$ cat src/rtl/down_counter_pkg.sv
// Shared constants and helpers for the T-flip-flop down counter.
package down_counter_pkg;

   localparam int DC_W_DEFAULT = 3;
   localparam int DC_W_MAX     = 16;

   // Zero-extend narrower vectors to DC_W_MAX before calling.
   function automatic logic dc_zero(input logic [DC_W_MAX-1:0] v);
      return (v == {DC_W_MAX{1'b0}});
   endfunction

endpackage

$ cat src/rtl/down_counter_tff_cell.sv
// Single T flip-flop with asynchronous active-low clear.
module tff_cell (
   output logic q,
   input  logic t,
   input  logic clk,
   input  logic nrst
);

   logic state_d;
   logic state_q;

   // Toggle when t is high, otherwise hold.
   always_comb begin
      state_d = state_q ^ t;
   end

   // State flop with asynchronous clear.
   always_ff @(posedge clk or negedge nrst) begin
      if (!nrst) begin
         state_q <= 1'b0;
      end else begin
         state_q <= state_d;
      end
   end

   assign q = state_q;

endmodule

$ cat src/rtl/down_counter.sv
// W-bit synchronous down counter built from T cells with load, enable and terminal count.
// Define DOWN_COUNTER_RELOAD_EN to reload from the last loaded value on underflow instead of wrapping.
module down_counter
   import down_counter_pkg::*;
#(
   parameter int W = DC_W_DEFAULT
) (
   input  logic         clk,
   input  logic         nrst,
   input  logic         load,
   input  logic [W-1:0] d,
   input  logic         en,
   output logic [W-1:0] q,
   output logic         tc,
   output logic         zero
);

   logic [W-1:0]          t;
   logic [W-1:0]          low_zero;
   logic [W-1:0]          wrap_val;
   logic [DC_W_MAX-1:0]   q_ext;

`ifdef DOWN_COUNTER_RELOAD_EN
   logic [W-1:0] reload_d;
   logic [W-1:0] reload_q;

   // Reload register follows every parallel load.
   always_comb begin
      if (load) begin
         reload_d = d;
      end else begin
         reload_d = reload_q;
      end
   end

   // Reload register storage.
   always_ff @(posedge clk or negedge nrst) begin
      if (!nrst) begin
         reload_q <= {W{1'b0}};
      end else begin
         reload_q <= reload_d;
      end
   end

   assign wrap_val = reload_q;
`else
   assign wrap_val = {W{1'b1}};
`endif

   // Zero detect on the count, shared with the terminal-count path.
   always_comb begin
      q_ext = {DC_W_MAX{1'b0}};
      q_ext[W-1:0] = q;
      zero = dc_zero(q_ext);
      tc   = en & zero;
   end

   // Toggle enables: a bit flips once every lower bit has reached zero.
   always_comb begin
      low_zero[0] = 1'b1;
      for (int i = 1; i < W; i++) begin
         low_zero[i] = low_zero[i-1] & ~q[i-1];
      end
      if (load) begin
         t = q ^ d;
      end else if (en && zero) begin
         t = q ^ wrap_val;
      end else if (en) begin
         t = low_zero;
      end else begin
         t = {W{1'b0}};
      end
   end

   for (genvar g = 0; g < W; g++) begin : g_cell
      tff_cell u_cell (
         .q    (q[g]),
         .t    (t[g]),
         .clk  (clk),
         .nrst (nrst)
      );
   end

endmodule

$ cat config.mk
export PLATFORM = sky130hd
export DESIGN_NAME = down_counter
export DESIGN_NICKNAME = d
export VERILOG_FILES = /design/src/rtl/down_counter_pkg.sv /design/src/rtl/down_counter_tff_cell.sv /design/src/rtl/down_counter.sv
export SDC_FILE = /design/constraint.sdc
export NUM_CORES = 1
export LEC_CHECK = 0
export BUFFER_PORTS_ARGS = -buffer_cell sky130_fd_sc_hd__buf_2
export CAP_MARGIN = 20
export CORE_AREA = 2 2 39 41
export DETAILED_ROUTE_END_ITERATION = 8
export DIE_AREA = 0 0 41 43
export PLACE_DENSITY = 0.36
export SYNTH_ARGS = -nofsm -noshare
export SYNTH_HDL_FRONTEND = slang
export SYNTH_SLANG_ARGS = --single-unit
$ cat constraint.sdc
create_clock -name clk -period 1.9 [get_ports clk]
set_clock_uncertainty 0.1 [all_clocks]
set_input_delay 0.57 -clock clk [delete_from_list [all_inputs] [get_ports clk]]
set_output_delay 0.57 -clock clk [all_outputs]
set_load 0.01 [all_outputs]
==> results.yml, run 1 <==
clocking:
  cts_sinks: 3
  cts_tree: "yes"
  cts_buffer_depth: 2
  postCtsHoldBufs: 0
  cts_setup_buffers: 0
  cts_buffers: 3
  clk_latency_ns: 0.23
  clockRootBuffer: "clkbuf_4"
  htreeDepth: 1
  clk_pin_slew_ns: 0.03
route:
  wirelength_microns: 375
  via_per_inst: 3.23
  dr.pass1.iters: 2
  drc: 0
  vias: 155
  antenna_left: 0
  drtIter0Drc: 4
  avgRoutedWirePerCell_microns: 7.81
setup_path:
  crit_fanout: 4
  crit_chain: "nor3b_2 > nor2b_1 > buf_2"
  max_stage_delay_ns: 0.41
  critPathKind: "register to output port"
  cp.arrival_ns: 1.12
  cp-end-kind: "output port"
  critPathLaunchType: "register"
  crit_slowest_cell: "dfrtp_1"
  cp.required_ns: 1.23
die:
  core_area_sq_um: 1380
  die_area_sq_um: 1760
  num_io_pins: 12
  start_util_pct: 13.1
  fp.dieW_microns: 41
  fp.dieH_microns: 43
  rows: 14
placement:
  dp_slack_ns: 0.114
  port_buffers: 11
  placed_cell_area_sq_um: 241
  place_congestion: 0.561
cells_and_area:
  final_cell_area_sq_um: 268
  nNetsFinal: 40
  multiInputGateArea_sq_um: 83.8
  syn_to_final_growth_pct: 47.6
  final_util_pct: 19.3
  largest_reg_flops: 3
  num_antenna_cells: 0
  fill_cells: 163
  regArea_sq_um: 75.1
  drive_gt1_share_pct: 50.0
flow_run:
  cap_violations: 0
logic_synthesis:
  syn_nets: 26
  synth-seq-cells: 3
  syn_avg_cell_area_sq_um: 9.55
  syn_inst: 19
  ys_types: 10
  yosysWarnings: 0
  syn-cell-area_sq_um: 181
  yosysSeqAreaShare_pct: 41.4
sta:
  fin_tns_setup_ns: 0
  worst_hold_slack_ns: 0.0271
  maxSlewHeadroom_pct: 88.7
  rsz0062_at_grt: "false"
  final.min_clock_period_ns: 1.79
  setup_ws_ns: 0.107
  clock.fmax_mhz: 558
  tightest_slew_ns: 0.169
  finalSetupViolations: 0
  hold_violations: 0
  fin_crit_sh_pct: 94.4
  drv_slew: 0
global_route:
  grt_pass1_vias: 158
  grt_max_degree: 7
  antenna_found_initial: 0
  grt_usage_pct: 5.52
  gr-total-overflow: 0
  grt_pass1_wl_microns: 558
power_and_ir_drop:
  power_density_nw_per_um2: 933
  leakage_nw: 0.131
  vdd_drop_max_mv: 0.225
min_path:
  hp-class: "input pin to asynchronous set/reset pin"
status:
  status: "finished clean"
power breakdown:
group          total (mW)  switching [mW]  leakage [nW]  internal (mW)
Sequential         0.0844          0.0113        0.0361         0.0731
Clock               0.109          0.0309        0.0150         0.0786
Combinational      0.0561          0.0250        0.0795         0.0310
placed cells by master (no fill, tap or decap):
cell | netlist | layout
o21ai_1 | 1 | 1
dfrtp_1 | 3 | 3
buf_2 | 0 | 11
clkbuf_1 | 0 | 1
and2b_1 | 1 | 1
nor3_1 | 1 | 1
clkbuf_4 | 0 | 3
xnor2_1 | 3 | 3
nand2_1 | 3 | 3
nor2b_1 | 1 | 1
o21ai_0 | 2 | 2
buf_4 | 3 | 1
nor3b_2 | 1 | 1
critical path, delay by kind of cell (launching register included):
| kind | cells | cell delay [ns] |
|---|---|---|
| flops | 1 | 0.41 |
| simple gates | 2 | 0.35 |
| buf+inv | 1 | 0.13 |
cell type report:
type | instances | area share (%)
sequential | 3 | 28.0
clock buffer | 4 | 9.81
tap | 16 | 7.48
timing repair buffer | 12 | 23.4
multi-input combinational | 13 | 31.3
logic make-up after synthesis:
group | count (synthesis) | share of synthesized area (%)
and+or+nand+nor | 7 | 23.4
AOI/OAI and AO/OA | 3 | 8.27
xor gates and xnor gates | 3 | 14.5
DFF | 3 | 41.4
buffers and inverters | 3 | 12.4
metrics by stage:
stage | power (mW) | instances
CTS | 0.257 | 48
global route | 0.273 | 48
global placement | 0.143 | 44
finish | 0.250 | 48
floorplan | 0.126 | 19
detailed placement | 0.142 | 44
routing by layer:
| metal | up-vias | part of all wire (%) | GRT usage, % |
|---|---|---|---|
| li1 | 84 | - | - |
| met1 | 60 | 49 | 6.43 |
| met2 | 11 | 36 | 5.31 |
| met3 | 0 | 15 | 3.14 |
| met4 | 0 | 0 | 8.00 |
| met5 | - | 0 | 0 |
synthesized netlist by cell type:
cell | instances | area [sq um]
nor3b_2 | 1 | 12.5
nor2b_1 | 1 | 6.26
o21ai_0 | 2 | 10.0
and2b_1 | 1 | 7.51
o21ai_1 | 1 | 5.00
nand2_1 | 3 | 11.3
xnor2_1 | 3 | 26.3
dfrtp_1 | 3 | 75.1
nor3_1 | 1 | 5.00
buf_4 | 3 | 22.5
final timing paths:
kind | from | end | slack [ns] | cells after the start
max | g_cell[1].u_cell.q | tc | 0.11 | 3
min | nrst | g_cell[1].u_cell.q | 0.03 | 1
max reg2reg | g_cell[1].u_cell.q | g_cell[2].u_cell.q | 0.74 | 4
min reg2reg | g_cell[2].u_cell.q | g_cell[2].u_cell.q | 0.53 | 2
max in group asynchronous | nrst | g_cell[2].u_cell.q | 1.57 | 1
min in group clk | d[1] | g_cell[1].u_cell.q | 0.45 | 3
repair_timing:
item / in CTS / in global routing
hold endpoints to repair: 0 / 0
resized for setup: 0 / 0
setup endpoints to repair: 0 / 1
Power figures use the tool's default switching activity.
==> run 2, diff against run 1 <==
Settings changed: SYNTH_HIERARCHICAL from default to 1.
==> results.yml, run 2 <==
clocking:
  cts_buffers: 3
  cts_setup_buffers: 0
  cts_tree: "yes"
  cts_sinks: 3
  postCtsHoldBufs: 0
  cts_resized: 0
  clk_pin_slew_ns: 0.04
  clockRootBuffer: "clkbuf_4"
  htreeDepth: 1
  clk_latency_ns: 0.23
  cts_buffer_depth: 2
power_and_ir_drop:
  leakage_nw: 0.148
  intPower_uw: 272
  power.total_uw: 444
  power_frac_seq_pct: 35.1
  power_density_nw_per_um2: 1560
  switching_power_uw: 172
  clkPwrFrac_pct: 25.1
  switching_share_pct: 38.7
  vdd_drop_max_mv: 0.331
  combPwrFrac_pct: 39.8
setup_path:
  max_stage_delay_ns: 0.43
  critPathLaunchType: "register"
  critPathKind: "register to output port"
  crit_chain: "nor3_2 > and2_1 > buf_2"
  critPathBufInv: 1
  cp.required_ns: 1.23
  cp-end-kind: "output port"
  crit_slowest_cell: "dfrtp_1"
  crit_fanout: 5
  cp_top_family: "flip-flops"
  cp.arrival_ns: 1.12
cells_and_area:
  final_common_cell: "buf_2"
  fill_cells: 161
  syn_to_final_growth_pct: 55.1
  largest_reg_flops: 3
  drive_gt1_share_pct: 46.9
  nNetsFinal: 40
  final_cell_mix: "buf_2 (11), xor2_1 (5), clkbuf_4 (3), dfrtp_1 (3), a21o_1 (2)"
  multiInputGateArea_sq_um: 109
  regArea_sq_um: 75.1
  num_antenna_cells: 0
logic_synthesis:
  synthTopCellsByArea: "dfrtp_1 (41%), xor2_1 (24%), a21o_1 (8.2%), nor3_2 (5.4%), nor4b_1 (4.8%)"
  syn_inst: 17
  syn_nets: 24
  yosysMostFrequentCell: "xor2_1"
  async_flop_share_pct: 100
  yosysWarnings: 6
  yosysSeqAreaShare_pct: 40.8
  synth-seq-cells: 3
  synth-main-ff-cell: "dfrtp_1"
  ys_types: 10
  yosysTopAreaCellShare_pct: 40.8
  synth_commonest_cells: "xor2_1 (5), dfrtp_1 (3), a21o_1 (2)"
  syn-cell-area_sq_um: 184
  synth_enable_flop_cells: 0
  syn_avg_cell_area_sq_um: 10.8
  synth_top_area_cell: "dfrtp_1"
route:
  drc: 0
  antenna_left: 0
  avgRoutedWirePerCell_microns: 8.56
  drtIter0Drc: 0
  wirelength_microns: 411
  vias: 181
  via_per_inst: 3.77
  dr.pass1.iters: 1
sta:
  finalSetupViolations: 0
  final.min_clock_period_ns: 1.79
  setup_ws_ns: 0.112
  fin_crit_sh_pct: 94.1
  maxSlewHeadroom_pct: 82.2
  fin_tns_setup_ns: 0
  clock.fmax_mhz: 559
  hold_violations: 0
  tightest_slew_ns: 0.263
  rsz0062_at_grt: "false"
  drv_slew: 0
flow_run:
  cap_violations: 0
die:
  rows: 14
  num_io_pins: 12
  start_util_pct: 13.3
  core_area_sq_um: 1380
  die_area_sq_um: 1760
  fp.dieW_microns: 41
  fp.dieH_microns: 43
status:
  status: "finished clean"
global_route:
  grt_max_degree: 7
  grt_pass1_wl_microns: 676
  top_usage_layer: "met4"
  antenna_found_initial: 0
  met3_usage_pct: 6.28
  grt_pass1_vias: 175
  grtUsageMet2_pct: 7.19
  gr-total-overflow: 0
  met1_usage_pct: 6.49
  grt_usage_pct: 6.75
placement:
  dp_slack_ns: 0.294
  place_congestion: 0.529
  dp_hpwl_microns: 318
  port_buffers: 11
min_path:
  hp-class: "input pin to asynchronous set/reset pin"
-- run 2: changes by cell type after synthesis, moves of 2 or more --
cell     previous run  this run
xor2_1              0         5
buf_4               3         0
nand2_1             3         0
a21o_1              0         2
o21ai_0             2         0
xnor2_1             3         1
-- run 2: metrics by stage --
step,util (%),hold WS (ns),cells,area [sq um]
floorplan,-,0.174,17,184
global placement,18.7,0.268,44,259
detailed placement,18.7,0.272,44,259
CTS,20.6,0.0185,48,285
global route,20.6,0.0143,48,285
finish,20.6,0.0308,48,285
-- run 2: kinds of logic (layout without fill, tap and decap cells) --
| kind of cell | Yosys count | in the layout | share of synthesized area [%] |
|---|---|---|---|
| simple gates | 5 | 5 | 19.7 |
| flops | 3 | 3 | 40.8 |
| compound gates | 3 | 3 | 10.9 |
| buf+inv | 0 | 15 | 0 |
| xor+xnor | 6 | 6 | 28.6 |
-- run 2: power groups by stage --
stage	registers [mW]	logic (mW)	clock network (mW)
after floorplan	0.167	0.0959	0
after global placement	0.157	0.182	0
after detailed placement	0.158	0.177	0
after CTS	0.158	0.179	0.119
after global routing	0.166	0.202	0.125
final	0.156	0.177	0.111
-- run 2: layout make-up --
| type | instances | area share (%) |
|---|---|---|
| multi-input combinational | 14 | 38.2 |
| sequential | 3 | 26.3 |
| timing repair buffer | 11 | 19.3 |
| clock buffer | 4 | 9.21 |
| tap | 16 | 7.02 |
-- run 2: final timing paths --
check                                    from                  to  slack, ns  depth (start not counted)
setup / recovery           g_cell[1].u_cell/q                  tc       0.11                          3
hold / removal                           nrst  g_cell[1].u_cell/q       0.03                          1
setup reg to reg           g_cell[1].u_cell/q  g_cell[2].u_cell/q       0.67                          3
hold reg to reg            g_cell[2].u_cell/q  g_cell[2].u_cell/q       0.45                          1
max in group asynchronous                nrst  g_cell[0].u_cell/q       1.56                          1
min in group clk           g_cell[2].u_cell/q  g_cell[2].u_cell/q       0.45                          1
-- run 2: metal layers --
| layer | wire [microns] | vias up |
|---|---|---|
| li1 | - | 87 |
| met1 | 168 | 83 |
| met2 | 171 | 11 |
| met3 | 70 | 0 |
| met4 | 0 | 0 |
| met5 | 0 | - |
==> run 3, diff against run 2 <==
Settings changed: BUFFER_PORTS_ARGS -buffer_cell sky130_fd_sc_hd__buf_2 to -buffer_cell sky130_fd_sc_hd__buf_4, RECOVER_POWER from default to 50, SETUP_SLACK_MARGIN from default to 0.1.
==> results.yml, run 3 (synthesized netlist as in run 2, its figures left out) <==
status:
  status: "finished clean"
sta:
  final.min_clock_period_ns: 1.80
  maxSlewHeadroom_pct: 83.3
  rsz0062_at_grt: "true"
  tightest_slew_ns: 0.247
  hold_violations: 0
  finalSetupViolations: 0
  fin_crit_sh_pct: 94.6
  fin_tns_setup_ns: 0
  clock.fmax_mhz: 556
  worst_hold_slack_ns: 0.0404
  setup_ws_ns: 0.102
  drv_slew: 0
route:
  via_per_inst: 3.54
  vias: 177
  drc: 0
  wirelength_microns: 475
  dr.pass1.iters: 2
  avgRoutedWirePerCell_microns: 9.50
  drtIter0Drc: 4
  antenna_left: 0
power_and_ir_drop:
  power.total_uw: 517
  vdd_drop_max_mv: 0.481
  leakage_nw: 0.158
  power_density_nw_per_um2: 1560
cells_and_area:
  nNetsFinal: 42
  num_antenna_cells: 0
  final_common_cell: "buf_4"
  final_cell_area_sq_um: 330
  drive_gt1_share_pct: 55.9
  instances_no_fill: 50
  final_cell_mix: "buf_4 (10), xor2_1 (5), clkbuf_4 (3), clkbuf_1 (3), dfrtp_2 (3)"
  largest_reg_flops: 3
  multiInputGateArea_sq_um: 111
  fill_cells: 151
  syn_to_final_growth_pct: 79.6
  regArea_sq_um: 78.8
  final_util_pct: 23.9
setup_path:
  reg2reg_to: "g_cell[2].u_cell/q"
  max_stage_delay_ns: 0.43
  crit_fanout: 4
  crit_chain: "nor3_2 > and2_4 > buf_6"
  crit_slowest_cell: "dfrtp_2"
  reg2reg_from: "g_cell[0].u_cell/q"
  critPathBufInv: 1
  reg2reg_depth: 4
  cp_top_family: "flip-flops"
  critPathLaunchType: "register"
  cp.required_ns: 1.23
  critPathKind: "register to output port"
  cp-end-kind: "output port"
  rrSetupSlack_ns: 0.57
  cp.arrival_ns: 1.13
clocking:
  clk_latency_ns: 0.23
  cts_buffers: 3
  htreeDepth: 1
  clk_pin_slew_ns: 0.04
  cts_tree: "yes"
  clockRootBuffer: "clkbuf_4"
  cts_sinks: 3
  cts_buffer_depth: 2
die:
  start_util_pct: 13.3
  fp.dieW_microns: 41
  rows: 14
  core_area_sq_um: 1380
  fp.dieH_microns: 43
  num_io_pins: 12
  die_area_sq_um: 1760
global_route:
  antenna_found_initial: 0
  grt_pass1_wl_microns: 669
  grt_usage_pct: 6.34
  gr-total-overflow: 0
  grt_max_degree: 7
  grt_pass1_vias: 185
min_path:
  hp-class: "input pin to asynchronous set/reset pin"
placement:
  place_congestion: 0.595
  dp_slack_ns: 0.276
  placedCellCount: 44
  port_buffers: 11
  placed_cell_area_sq_um: 287
flow_run:
  cap_violations: 0
## run 3: worst max path at each step
stage	cells after the start	slack, ns	to	startpoint
final	3	0.10	tc	g_cell[2].u_cell/q
after global placement	3	0.28	tc	en
after CTS	3	0.11	tc	g_cell[2].u_cell/q
after detailed placement	3	0.28	tc	en
after global routing	3	0.06	tc	g_cell[2].u_cell/q
after floorplan	2	0.29	tc	g_cell[1].u_cell/q
## run 3: timing repair
item                       CTS  global route
setup buffers                1             1
cloned                       0             0
pin swaps                    1             2
hold buffers                 0             0
setup endpoints to repair    1             1
gates resized for setup      3             2
## run 3: worst register-to-register path, cell delays in order (launching register included)
cell and delay (ns):
dfrtp_2 0.41, clkbuf_1 0.17, nor4b_1 0.31, a21o_1 0.13, xor2_1 0.14
## run 3: routing by layer
metal,vias to the layer above,global-route usage [%],wire (microns)
met3,0,3.14,65
met2,11,7.19,174
li1,92,-,-
met4,0,8.00,0
met1,74,7.12,235
met5,-,0,0
## run 3: cell type report
type / count / share of cell area [%]
Clock buffer: 4 / 7.95
Multi-Input combinational cell: 14 / 33.7
Sequential cell: 3 / 23.9
Tap cell: 16 / 6.06
Timing Repair Buffer: 13 / 28.4
## run 3: where the power goes
part           internal [mW]  switching [mW]  leakage, nW
clock network         0.0786          0.0319       0.0150
logic                  0.143           0.109        0.111
registers              0.106          0.0471       0.0320
total                  0.328           0.188        0.158
